## src/rtl/seg7_pkg.sv

```systemverilog
// ---------------------------------------------------------------------------
// seg7_pkg
// Shared definitions for the seven-segment scan controller:
//   - scan_state_e : scan FSM states (BLANK gap, DRIVE one digit)
//   - SEG_OFF      : all-segments-off value on the active-low seg pins
//   - BLANK_CODE_* : digit register reset value for hex and raw data modes
//   - WR_*_BIT     : positions of the dp / blank flags in hex-mode wr_data
// ---------------------------------------------------------------------------
package seg7_pkg;

  typedef enum logic {
    BLANK = 1'b0,
    DRIVE = 1'b1
  } scan_state_e;

  localparam logic [7:0] SEG_OFF        = 8'hFF;

  localparam logic [7:0] BLANK_CODE_HEX = 8'h20;
  localparam logic [7:0] BLANK_CODE_RAW = 8'h00;

  localparam int WR_DP_BIT    = 4;
  localparam int WR_BLANK_BIT = 5;

endpackage

```

## src/rtl/seg7_hex_decode.sv

```systemverilog
// ---------------------------------------------------------------------------
// seg7_hex_decode
// Combinational hex-digit glyph decoder for a seven-segment display.
// Ports:
//   nibble  in  4  hex value 0..F
//   dp      in  1  decimal point on
//   blank   in  1  force the whole digit dark (overrides nibble and dp)
//   pattern out 8  active-high {dp,g,f,e,d,c,b,a}
// ---------------------------------------------------------------------------
module seg7_hex_decode (
  input  logic [3:0] nibble,
  input  logic       dp,
  input  logic       blank,
  output logic [7:0] pattern
);

  logic [6:0] glyph;

  always_comb begin
    glyph = 7'h00;
    case (nibble)
      4'h0: glyph = 7'h3F;
      4'h1: glyph = 7'h06;
      4'h2: glyph = 7'h5B;
      4'h3: glyph = 7'h4F;
      4'h4: glyph = 7'h66;
      4'h5: glyph = 7'h6D;
      4'h6: glyph = 7'h7D;
      4'h7: glyph = 7'h07;
      4'h8: glyph = 7'h7F;
      4'h9: glyph = 7'h6F;
      4'hA: glyph = 7'h77;
      4'hB: glyph = 7'h7C;
      4'hC: glyph = 7'h39;
      4'hD: glyph = 7'h5E;
      4'hE: glyph = 7'h79;
      4'hF: glyph = 7'h71;
      default: glyph = 7'h00;
    endcase
    pattern = blank ? 8'h00 : {dp, glyph};
  end

endmodule

```

## src/rtl/seg7_scan_ctrl.sv

```systemverilog
// ---------------------------------------------------------------------------
// seg7_scan_ctrl
// Scan controller for a multiplexed seven-segment display. Holds one data
// register per digit (loaded through a simple write port) and time-multiplexes
// the digits onto shared anode/segment pins, with an optional all-dark gap
// between digits to suppress ghosting.
//
// Build option: define SEG7_HEX_DECODE_EN for hex mode (wr_data[3:0] nibble,
// [4] dp, [5] blank). Without it wr_data is a raw active-high {dp,g..a}
// pattern.
//
// Parameters:
//   NUM_DIGITS   digits scanned (width of an, digit_en; wr_addr is its clog2)
//   PRESCALE     clk cycles each digit is driven (>= 1)
//   BLANK_CYCLES clk cycles of all-anodes-off between digits (0 = no gap)
// Ports:
//   clk        in   system clock
//   rst        in   asynchronous active-high reset
//   wr_en      in   digit register write strobe
//   wr_addr    in   digit index to write (out-of-range writes are dropped)
//   wr_data    in   digit data (hex or raw, see above)
//   digit_en   in   per-digit enable; a disabled digit keeps its time slot
//   an         out  anode drives, active-low, registered
//   seg        out  {dp,g,f,e,d,c,b,a}, active-low, registered
//   frame_tick out  one-cycle pulse in the cycle idx returns to 0
// For NUM_DIGITS = 1 the address port is kept 1 bit wide.
// ---------------------------------------------------------------------------
module seg7_scan_ctrl
  import seg7_pkg::*;
#(
  parameter int NUM_DIGITS   = 8,
  parameter int PRESCALE     = 50000,
  parameter int BLANK_CYCLES = 16,
  localparam int AW = (NUM_DIGITS > 1) ? $clog2(NUM_DIGITS) : 1
) (
  input  logic                  clk,
  input  logic                  rst,
  input  logic                  wr_en,
  input  logic [AW-1:0]         wr_addr,
  input  logic [7:0]            wr_data,
  input  logic [NUM_DIGITS-1:0] digit_en,
  output logic [NUM_DIGITS-1:0] an,
  output logic [7:0]            seg,
  output logic                  frame_tick
);

  localparam int CMAX = (PRESCALE > BLANK_CYCLES) ? PRESCALE : BLANK_CYCLES;
  localparam int CW   = $clog2(CMAX + 1);

  scan_state_e     state, state_nxt;
  logic [AW-1:0]   idx, idx_nxt;
  logic [CW-1:0]   cnt, cnt_nxt;
  logic            wrap;

  logic [7:0]      digit_reg [NUM_DIGITS];
  logic [7:0]      cur_data;
  logic [7:0]      cur_pat;
  logic [NUM_DIGITS-1:0] an_nxt;
  logic [7:0]      seg_nxt;

  // Outputs are registered from the next-state view, so the pins change on
  // the same edge as the FSM rather than one cycle behind it.
  assign cur_data = digit_reg[idx_nxt];

`ifdef SEG7_HEX_DECODE_EN
  localparam logic [7:0] BLANK_CODE = BLANK_CODE_HEX;

  // Bits 7:6 carry no meaning in hex mode.
  logic unused_hi_bits;
  assign unused_hi_bits = ^cur_data[7:6];

  seg7_hex_decode u_hex_decode (
    .nibble  (cur_data[3:0]),
    .dp      (cur_data[WR_DP_BIT]),
    .blank   (cur_data[WR_BLANK_BIT]),
    .pattern (cur_pat)
  );
`else
  localparam logic [7:0] BLANK_CODE = BLANK_CODE_RAW;

  assign cur_pat = cur_data;
`endif

  // Digit register file
  always_ff @(posedge clk or posedge rst) begin
    if (rst) begin
      for (int i = 0; i < NUM_DIGITS; i++) begin
        digit_reg[i] <= BLANK_CODE;
      end
    end else if (wr_en && (int'(wr_addr) < NUM_DIGITS)) begin
      digit_reg[wr_addr] <= wr_data;
    end
  end

  // Scan FSM state register
  always_ff @(posedge clk or posedge rst) begin
    if (rst) begin
      state <= BLANK;
      idx   <= '0;
      cnt   <= CW'(BLANK_CYCLES);
    end else begin
      state <= state_nxt;
      idx   <= idx_nxt;
      cnt   <= cnt_nxt;
    end
  end

  // Scan FSM next-state logic. cnt holds the cycles left in the current
  // phase; a value of 1 (or 0 when blanking is disabled) ends the phase.
  always_comb begin
    state_nxt = state;
    idx_nxt   = idx;
    cnt_nxt   = cnt;
    wrap      = 1'b0;
    case (state)
      BLANK: begin
        if (cnt <= CW'(1)) begin
          state_nxt = DRIVE;
          cnt_nxt   = CW'(PRESCALE);
        end else begin
          cnt_nxt = cnt - CW'(1);
        end
      end
      DRIVE: begin
        if (cnt <= CW'(1)) begin
          if (idx == AW'(NUM_DIGITS - 1)) begin
            idx_nxt = '0;
            wrap    = 1'b1;
          end else begin
            idx_nxt = idx + AW'(1);
          end
          if (BLANK_CYCLES == 0) begin
            state_nxt = DRIVE;
            cnt_nxt   = CW'(PRESCALE);
          end else begin
            state_nxt = BLANK;
            cnt_nxt   = CW'(BLANK_CYCLES);
          end
        end else begin
          cnt_nxt = cnt - CW'(1);
        end
      end
      default: begin
        state_nxt = BLANK;
        cnt_nxt   = CW'(BLANK_CYCLES);
      end
    endcase
  end

  // Pin values for the upcoming cycle; anode and segments share idx_nxt so
  // they can never disagree about which digit is shown.
  always_comb begin
    an_nxt  = '1;
    seg_nxt = SEG_OFF;
    if (state_nxt == DRIVE) begin
      an_nxt[idx_nxt] = ~digit_en[idx_nxt];
      seg_nxt         = ~cur_pat;
    end
  end

  // Registered display outputs
  always_ff @(posedge clk or posedge rst) begin
    if (rst) begin
      an         <= '1;
      seg        <= SEG_OFF;
      frame_tick <= 1'b0;
    end else begin
      an         <= an_nxt;
      seg        <= seg_nxt;
      frame_tick <= wrap;
    end
  end

endmodule
```

## config.mk

```make
export PLATFORM = sky130hd
export DESIGN_NAME = seg7_scan_ctrl
export DESIGN_NICKNAME = d
export VERILOG_FILES = /design/src/rtl/seg7_pkg.sv /design/src/rtl/seg7_hex_decode.sv /design/src/rtl/seg7_scan_ctrl.sv
export SDC_FILE = /design/constraint.sdc
export NUM_CORES = 1
export LEC_CHECK = 0
export ABC_AREA = 1
export BUFFER_PORTS_ARGS = -buffer_cell sky130_fd_sc_hd__clkbuf_2
export CORE_UTILIZATION = 56
export CTS_CLUSTER_DIAMETER = 30
export DETAILED_ROUTE_END_ITERATION = 6
export GPL_TIMING_DRIVEN = 0
export PLACE_DENSITY = 0.72
export SYNTH_ARGS = -nofsm -noshare
export SYNTH_HDL_FRONTEND = slang
export SYNTH_SLANG_ARGS = --single-unit
```

## constraint.sdc

```tcl
create_clock -name clk -period 4.5 [get_ports clk]
set_input_delay 0.45 -clock clk [delete_from_list [all_inputs] [get_ports clk]]
set_output_delay 0.45 -clock clk [all_outputs]
set_load 0.005 [all_outputs]
```

==> results.cfg, run 1 <==
[run_status]
status = finished, final reports clean

[drt]
drc = 0
num_vias = 3937
drtIter0Drc = 239
ant_nets = 0
wirelength_um = 10700
via_per_inst = 5.27
wl_per_cell_um = 14.3
firstDrtPassIters = 7

[setup_path]
reg2regPathDepth = 13
reg2reg_from = cnt[0]$_DFF_PP0_
cp.arrival_ps = 2510
worstPathRequired_ps = 4800
crit_fanout = 10
cp-start-kind = flop
r2r_end = seg[0]$_DFF_PP1_
rrSetupSlack_ps = 2300
setup.worst_path.class = flop to flop
critPathCaptureType = flop

[cts]
cts_sinks = 101
cts_buffer_depth = 2
ctsRootBufferMaster = clkbuf_8
clk_latency_ps = 360
clk_pin_slew_ps = 100
cts_setup_buffers = 0
cts_hold_buf = 0
numCtsBuffers = 9
cts-htree-levels = 3
cts-resized-gates = 0
cts_tree = done

[global_route]
grt_use_total = 0.263
first_global_vias = 3624
grt_overflow = 0
grt_pass1_wl_um = 17700
antenna_found_initial = 0
grt_max_degree = 63

[floorplanning]
fp.dieH_um = 95.0
rows = 33
die_w_um = 95.0
ios = 39
initial_utilization = 0.583
dieArea_um2 = 9020
core_area_um2 = 8300

[sta]
hold_viol = 0
period_needed_ps = 2200
max_freq_mhz = 454
tightest_slew_ps = 939
fin_tns_setup_ps = 0
grt_setup_unrepaired = false
finalHoldWorstSlack_ps = 117
setup_viol = 0
post-route-period-util = 0.490
finClkSkew_ps = 7.53
drv_slew = 0
max_slew_margin = 0.369

[logic_synthesis]
synth_common_cells = 180 x nand2_1, 84 x dfrtp_1, 66 x nor2_1
synth_seq_cells = 101
ys.flop_type = dfrtp_1
synth_area_leaders = dfrtp_1 43%, nand2_1 14%, dfstp_2 9.2%
synth_async_sr_flop_share = 1.00
synth_largest_area_cell = dfrtp_1
synthesis.area_um2 = 4840
synthCells = 587
yosysMostFrequentCell = nand2_1
avgSynthCellArea_um2 = 8.24
ys_types = 33
synth_edf_count = 0
yosys_warnings = 0
synth_seq_area_share = 0.527
netlist.area_leader.share = 0.434
syn_nets = 613

[finish]
nets = 663
largest_register_ffs = 64
antennaDiodeCount = 0
fin_area_um2 = 5380
layout-drive-gt1-share = 0.188
synthToLayoutAreaGrowth_pct = 11.2
utilization = 0.649

[placed_design]
portBuffers = 38
place_congestion = 0.834
hpwl_um = 7850
place_area_um2 = 5190

[power]
p_leak_nw = 2.73
power_w = 0.00190
max-vdd-ir-drop_mv = 0.215
power.density_nw_per_um2 = 352

[run]
maxCapViolCount = 0

[hold_path]
hold_class = input port to async pin
==> cell families (layout without fill, tap and decap cells) <==
logic type               Yosys count  after routing  synth area share
AO/OA/AOI/OAI                     75             75            0.0784
buffers and inverters             70            125            0.0600
adder cells (fa/ha/maj)            4              4            0.0103
XOR/XNOR                           7              7            0.0127
AND/OR/NAND/NOR                  330            330             0.312
flip-flops                       101            101             0.527
==> worst max path at each step <==
stage                                          end             start  slack [ps]
final                             seg[0]$_DFF_PP1_  cnt[0]$_DFF_PP0_        2300
after global routing              seg[0]$_DFF_PP1_  idx[0]$_DFF_PP0_        2160
after CTS                         seg[0]$_DFF_PP1_  cnt[0]$_DFF_PP0_        2310
after detailed placement          seg[0]$_DFF_PP1_  cnt[0]$_DFF_PP0_        2340
after global placement    digit_reg[3]$_DFFE_PP0P_               rst         350
after floorplan                   cnt[0]$_DFF_PP0_               rst        1430
==> layout by cell type (no fill, tap or decap), drive strengths merged <==
master / synthesis / layout
xnor2: 3 / 3
nor4b: 1 / 1
clkbuf: 8 / 57
clkinvlp: 0 / 3
nand2: 200 / 200
a21oi: 13 / 13
nand3: 38 / 38
inv: 53 / 53
xor2: 4 / 4
nor3: 3 / 3
nand4: 3 / 3
nor4: 3 / 3
dfrtp: 84 / 84
or2: 4 / 4
o21ai: 60 / 60
nand3b: 3 / 3
ha: 4 / 4
o21bai: 1 / 1
buf: 9 / 10
clkinv: 0 / 1
dfstp: 17 / 17
a31oi: 1 / 1
bufinv: 0 / 1
nor2: 75 / 75
==> stage by stage <==
step | setup WS, ps | instances
after CTS | 2310 | 747
after global routing | 2160 | 747
after global placement | 352 | 730
after floorplan | 1430 | 587
final | 2300 | 747
after detailed placement | 2340 | 731
==> area by class of cell <==
| cell class | count | area [µm²] |
|---|---|---|
| Buffer | 17 | 91.3 |
| Clock buffer | 11 | 131 |
| Clock inverter | 5 | 61.3 |
| Fill cell | 746 | 2920 |
| Inverter | 53 | 201 |
| Multi-Input combinational cell | 416 | 2000 |
| Sequential cell | 101 | 2550 |
| Tap cell | 105 | 131 |
| Timing Repair Buffer | 39 | 218 |
==> critical path: stages, from the launching register on <==
cell and delay, ps:
dfrtp_1 420, inv_1 90, ha_1 200, o21ai_1 110, nor2_4 220, nand3_4 140, nand2_4 110, nand2_4 70
inv_2 100, buf_2 240, nor2_1 60, nor2_1 210, nor2_1 110, nand2_1 80
==> layer usage <==
layer	GRT usage	wire, µm
met5	0	0
met4	0.0821	156
met3	0.0362	514
met2	0.438	5180
met1	0.356	4820
==> power by group <==
part	leakage [nW]	switching [W]	internal, W	total (W)
clock	0.0858	0.000303	0.000259	0.000561
combinational	1.42	0.000135	0.0000936	0.000229
sequential	1.22	0.0000654	0.00104	0.00111
total	2.73	0.000504	0.00139	0.00190
No activity file was read; power rests on OpenSTA's default activity.
==> inputs of run 2 (changes only) <==
clock period = 2.3 ns   (was 4.5 ns; I/O delays follow)
==> run 2 against run 1 <==
Net effect:
- first-iteration DRC count shrank 2.5%
- combinational power grew 97%
- sequential cell count is the same
- core utilization grew 1.6 points
- global-route usage shrank 0.16 points
- fmax grew 3.2%
- worst hold slack gained 160 ps
- routed wire length grew 2.9%
- highest routed layer unchanged
- critical path depth grew 1
- critical endpoint is now seg[6]$_DFF_PP1_
- non-clock buffer count grew 10
- largest cell class unchanged
==> results.cfg, run 2 (synthesis gave the netlist of run 1 again) <==
[cts]
cts-htree-levels = 3
cts_buffer_depth = 2
ctsRootBufferMaster = clkbuf_8
numCtsBuffers = 9
clk_latency_ps = 370
clk_pin_slew_ps = 110
cts_tree = done
cts_sinks = 101

[power]
power.density_nw_per_um2 = 693
max-vdd-ir-drop_mv = 0.522
power_w = 0.00382
p_leak_nw = 2.80

[finish]
antennaDiodeCount = 0
layout-drive-gt1-share = 0.205
fin_area_um2 = 5510
layout_common_cells = 180 x nand2_1, 84 x dfrtp_1, 66 x nor2_1, 59 x o21ai_0, 47 x inv_1
synthToLayoutAreaGrowth_pct = 13.9
nets = 674
largest_register_ffs = 64
fillers = 723
final_common_cell = nand2_1

[sta]
fin_tns_setup_ps = 0
period_needed_ps = 2130
max_slew_margin = 0.395
max_freq_mhz = 468
finClkSkew_ps = 17.1
setup_viol = 0
drv_slew = 0
grt_setup_unrepaired = false
hold_viol = 0
post-route-period-util = 0.928
tightest_slew_ps = 900

[global_route]
grt_max_degree = 43
antenna_found_initial = 0
grt_use_total = 0.261
grtUsageMet2 = 0.435
grt_pass1_wl_um = 17700
first_global_vias = 3657
grt_overflow = 0
busiest_layer = met2
grtUsageMet1 = 0.347
met3_usage = 0.0548

[setup_path]
crit_fanout = 5
reg2regPathDepth = 14
worstPathRequired_ps = 2610
critPathCaptureType = flop
setup.worst_path.class = flop to flop
cp.arrival_ps = 2450
cp-start-kind = flop

[drt]
num_vias = 3960
wl_per_cell_um = 14.5
drc = 0
drtIter0Drc = 233
via_per_inst = 5.22
wirelength_um = 11000
ant_nets = 0
firstDrtPassIters = 5

[placed_design]
place_congestion = 0.847
portBuffers = 38
hpwl_um = 7750
place_area_um2 = 5200

[floorplanning]
rows = 33
ios = 39
core_area_um2 = 8300
fp.dieH_um = 95.0
die_w_um = 95.0
dieArea_um2 = 9020
initial_utilization = 0.583

[hold_path]
hold_class = input port to flop
hold_depth = 3

[run]
maxCapViolCount = 0

[run_status]
status = finished, final reports clean
[run 2: cell types whose count changed in the layout (fill, tap and decap cells not counted), sizes merged]
cell	before	now
clkinv	1	2
clkinvlp	3	1
buf	10	18
dlygate4sd3	0	1
inv	53	55
nor2	75	76
[run 2: through the flow]
stage | hold WS [ps] | utilization | cells | setup WS [ps]
4_1_cts | 261 | 0.654 | 749 | 126
2_1_floorplan | 432 | - | 587 | 431
5_1_grt | 268 | 0.664 | 758 | 1.69
3_5_place_dp | 275 | 0.627 | 732 | 173
3_3_place_gp | 449 | 0.622 | 730 | 181
6_report | 275 | 0.664 | 758 | 165
[run 2: metal layers]
| layer | part of all wire | wire length, µm |
|---|---|---|
| met5 | 0 | 0 |
| met4 | 0.015 | 162 |
| met3 | 0.058 | 633 |
| met2 | 0.48 | 5220 |
| met1 | 0.45 | 4950 |
[run 2: worst paths after layout]
kind	startpoint	end	slack [ps]
min	wr_data[4]	digit_reg[28]$_DFFE_PP0P_	280
max in group asynchronous	rst	seg[2]$_DFF_PP1_	1250
max	cnt[1]$_DFF_PP0_	seg[6]$_DFF_PP1_	170
min in group asynchronous	rst	digit_reg[54]$_DFFE_PP0P_	420
max reg2reg	cnt[1]$_DFF_PP0_	seg[6]$_DFF_PP1_	170
min reg2reg	cnt[0]$_DFF_PP0_	cnt[0]$_DFF_PP0_	470
[run 2: cell type report]
cell class                 instances  area [µm²]  share of cell area
inverter                          53         205              0.0372
timing repair buffer              49         300              0.0545
sequential                       101        2550               0.462
tap                              105         131              0.0238
multi-input combinational        417        2010               0.365
buffer                            17        98.8              0.0179
clock buffer                      10         138              0.0250
clock inverter                     6        77.6              0.0141
[run 2: power by group]
part / switching [W] / internal, W
combinational: 0.000264 / 0.000186
sequential: 0.000126 / 0.00203
clock: 0.000655 / 0.000553
total: 0.00105 / 0.00277
[run 2: critical path: stages (launching register included)]
cell	delay [ps]
dfrtp_1	380
inv_1	90
ha_1	190
o21ai_1	120
nor2_4	200
nand3_4	120
nand2_2	100
nand2_4	90
buf_4	150
buf_4	140
nor2_4	170
nand2_1	70
nor2_1	120
nor2_1	70
nand2_1	80
[run 2: timing repair]
action	4_1_cts	5_1_grt
setup endpoints to repair	0	6
setup buffers	0	8
hold endpoints to repair	17	0
hold buffers	1	0
gates resized for setup	0	6
==> inputs of run 3 (changes only) <==
--- a/config.mk
+++ b/config.mk
@@ -10,3 +10,2 @@
 export CORE_UTILIZATION = 56
-export CTS_CLUSTER_DIAMETER = 30
 export DETAILED_ROUTE_END_ITERATION = 6
==> constraint.sdc (replaced) <==
create_clock -name clk -period 2.3 [get_ports clk]
set_input_delay 0.46 -clock clk [delete_from_list [all_inputs] [get_ports clk]]
set_output_delay 0.46 -clock clk [all_outputs]
set_load 0.005 [all_outputs]
==> run 3 against run 2 <==
Net effect:
- combinational power about the same
- die area unchanged
- sequential power about the same
- critical path type unchanged
- largest cell class unchanged
==> results.cfg, run 3 (synthesis gave the netlist of run 1 again) <==
[run_status]
status = finished, final reports clean

[global_route]
first_global_vias = 3651
antenna_found_initial = 0
grt_max_degree = 43
grt_pass1_wl_um = 17700
grt_use_total = 0.261
grt_overflow = 0

[finish]
nets = 673
fin_area_um2 = 5500
synthToLayoutAreaGrowth_pct = 13.7
final_common_cell = nand2_1
largest_register_ffs = 64
layout-drive-gt1-share = 0.206
utilization = 0.663
antennaDiodeCount = 0
layout_common_cells = 180 x nand2_1, 84 x dfrtp_1, 66 x nor2_1, 59 x o21ai_0, 47 x inv_1

[power]
power.density_nw_per_um2 = 693
max-vdd-ir-drop_mv = 0.521
p_leak_nw = 2.80

[sta]
period_needed_ps = 2160
tightest_slew_ps = 934
finClkSkew_ps = 15.1
grt_setup_unrepaired = false
fin_tns_setup_ps = 0
max_freq_mhz = 463
hold_viol = 0
max_slew_margin = 0.373
setup_viol = 0
drv_slew = 0
post-route-period-util = 0.938

[setup_path]
critPathCaptureType = flop
crit_start = cnt[1]$_DFF_PP0_
cp_slowest_stage_delay_ps = 380
cp-start-kind = flop
cp.arrival_ps = 2470
crit_family = simple AND/OR/NAND/NOR gates
crit_fanout = 5
cp-endpoint = seg[6]$_DFF_PP1_
slowest_stage = dfrtp_1
reg2regPathDepth = 14
path_buf_inv = 3
rrSetupSlack_ps = 140
reg2reg_from = cnt[1]$_DFF_PP0_
setup.worst_path.class = flop to flop
r2r_end = seg[6]$_DFF_PP1_
cp_cell_sequence = inv_1, ha_1, o21ai_1, nor2_4, nand3_4, nand2_2, nand2_4, buf_4, buf_4, nor2_4, nand2_1, nor2_1, nor2_1, nand2_1
cp_num_cells = 14
worstPathRequired_ps = 2610

[run]
maxCapViolCount = 0

[cts]
cts_buffer_depth = 2
clk_pin_slew_ps = 110
cts_hold_buf = 0
cts_sinks = 101
cts_tree = done
clk_latency_ps = 370
ctsRootBufferMaster = clkbuf_8
numCtsBuffers = 9
cts-htree-levels = 3

[floorplanning]
ios = 39
initial_utilization = 0.583
rows = 33
fp.dieH_um = 95.0
die_w_um = 95.0
core_area_um2 = 8300
dieArea_um2 = 9020

[placed_design]
place_area_um2 = 5200
portBuffers = 38
place_congestion = 0.847
hpwl_um = 7750

[drt]
via_per_inst = 5.23
ant_nets = 0
num_vias = 3957
drc = 0
drtIter0Drc = 211
firstDrtPassIters = 5
wirelength_um = 11000
wl_per_cell_um = 14.5

[hold_path]
hold_class = input port to async pin
## run 3: worst register-to-register path, cell delays in order, from the launching register on
cell and delay, ps:
dfrtp_1 380, inv_1 90, ha_1 190, o21ai_1 120, nor2_4 200, nand3_4 120, nand2_2 100, nand2_4 90
buf_4 150, buf_4 140, nor2_4 170, nand2_1 70, nor2_1 120, nor2_1 70, nand2_1 90
## run 3: layer usage
layer | up-vias | part of all wire | GRT usage
met4 | 0 | 0.014 | 0.0669
met5 | - | 0 | 0
li1 | 1962 | - | -
met1 | 1843 | 0.45 | 0.347
met3 | 12 | 0.058 | 0.0548
met2 | 140 | 0.48 | 0.435
## run 3: layout make-up
class,instances,area [µm²]
plain buffers,17,98.8
clock buffers,10,138
clock inverters,6,77.6
fillers,723,2800
inverters,53,205
multi-input cells,417,2010
flip-flops and latches,101,2550
well taps,105,131
repair buffers,48,290
## run 3: how the worst min path moves through the flow
stage                           from                        end  depth (start not counted)
floorplan           cnt[0]$_DFF_PP0_           cnt[0]$_DFF_PP0_                          1
global placement    cnt[0]$_DFF_PP0_           cnt[0]$_DFF_PP0_                          1
detailed placement  cnt[0]$_DFF_PP0_           cnt[0]$_DFF_PP0_                          1
CTS                              rst  digit_reg[25]$_DFFE_PP0P_                          2
global route                     rst  digit_reg[54]$_DFFE_PP0P_                          2
finish                           rst  digit_reg[54]$_DFFE_PP0P_                          2
## run 3: what timing repair did
item	in CTS	in global routing
endpoints found under the setup margin	0	6
hold endpoints to repair	0	0
buffers inserted	0	8
gates resized for setup	0	6
## run 3: metrics by stage
| stage | std cells | total power (W) | setup slack (ps) | hold WS, ps |
|---|---|---|---|---|
| 2_1_floorplan | 587 | 0.00247 | 431 | 432 |
| 3_3_place_gp | 730 | 0.00261 | 17.7 | 449 |
| 3_5_place_dp | 732 | 0.00264 | 173 | 457 |
| 4_1_cts | 748 | 0.00384 | 126 | 98.4 |
| 5_1_grt | 757 | 0.00401 | 1.69 | 121 |
| 6_report | 757 | 0.00381 | 142 | 99.9 |
## run 3: power by group
| part | total, W | internal [W] | leakage, nW | switching, W |
|---|---|---|---|---|
| Clock | 0.00120 | 0.000552 | 0.110 | 0.000649 |
| Combinational | 0.000450 | 0.000185 | 1.47 | 0.000265 |
| Sequential | 0.00216 | 0.00203 | 1.22 | 0.000126 |
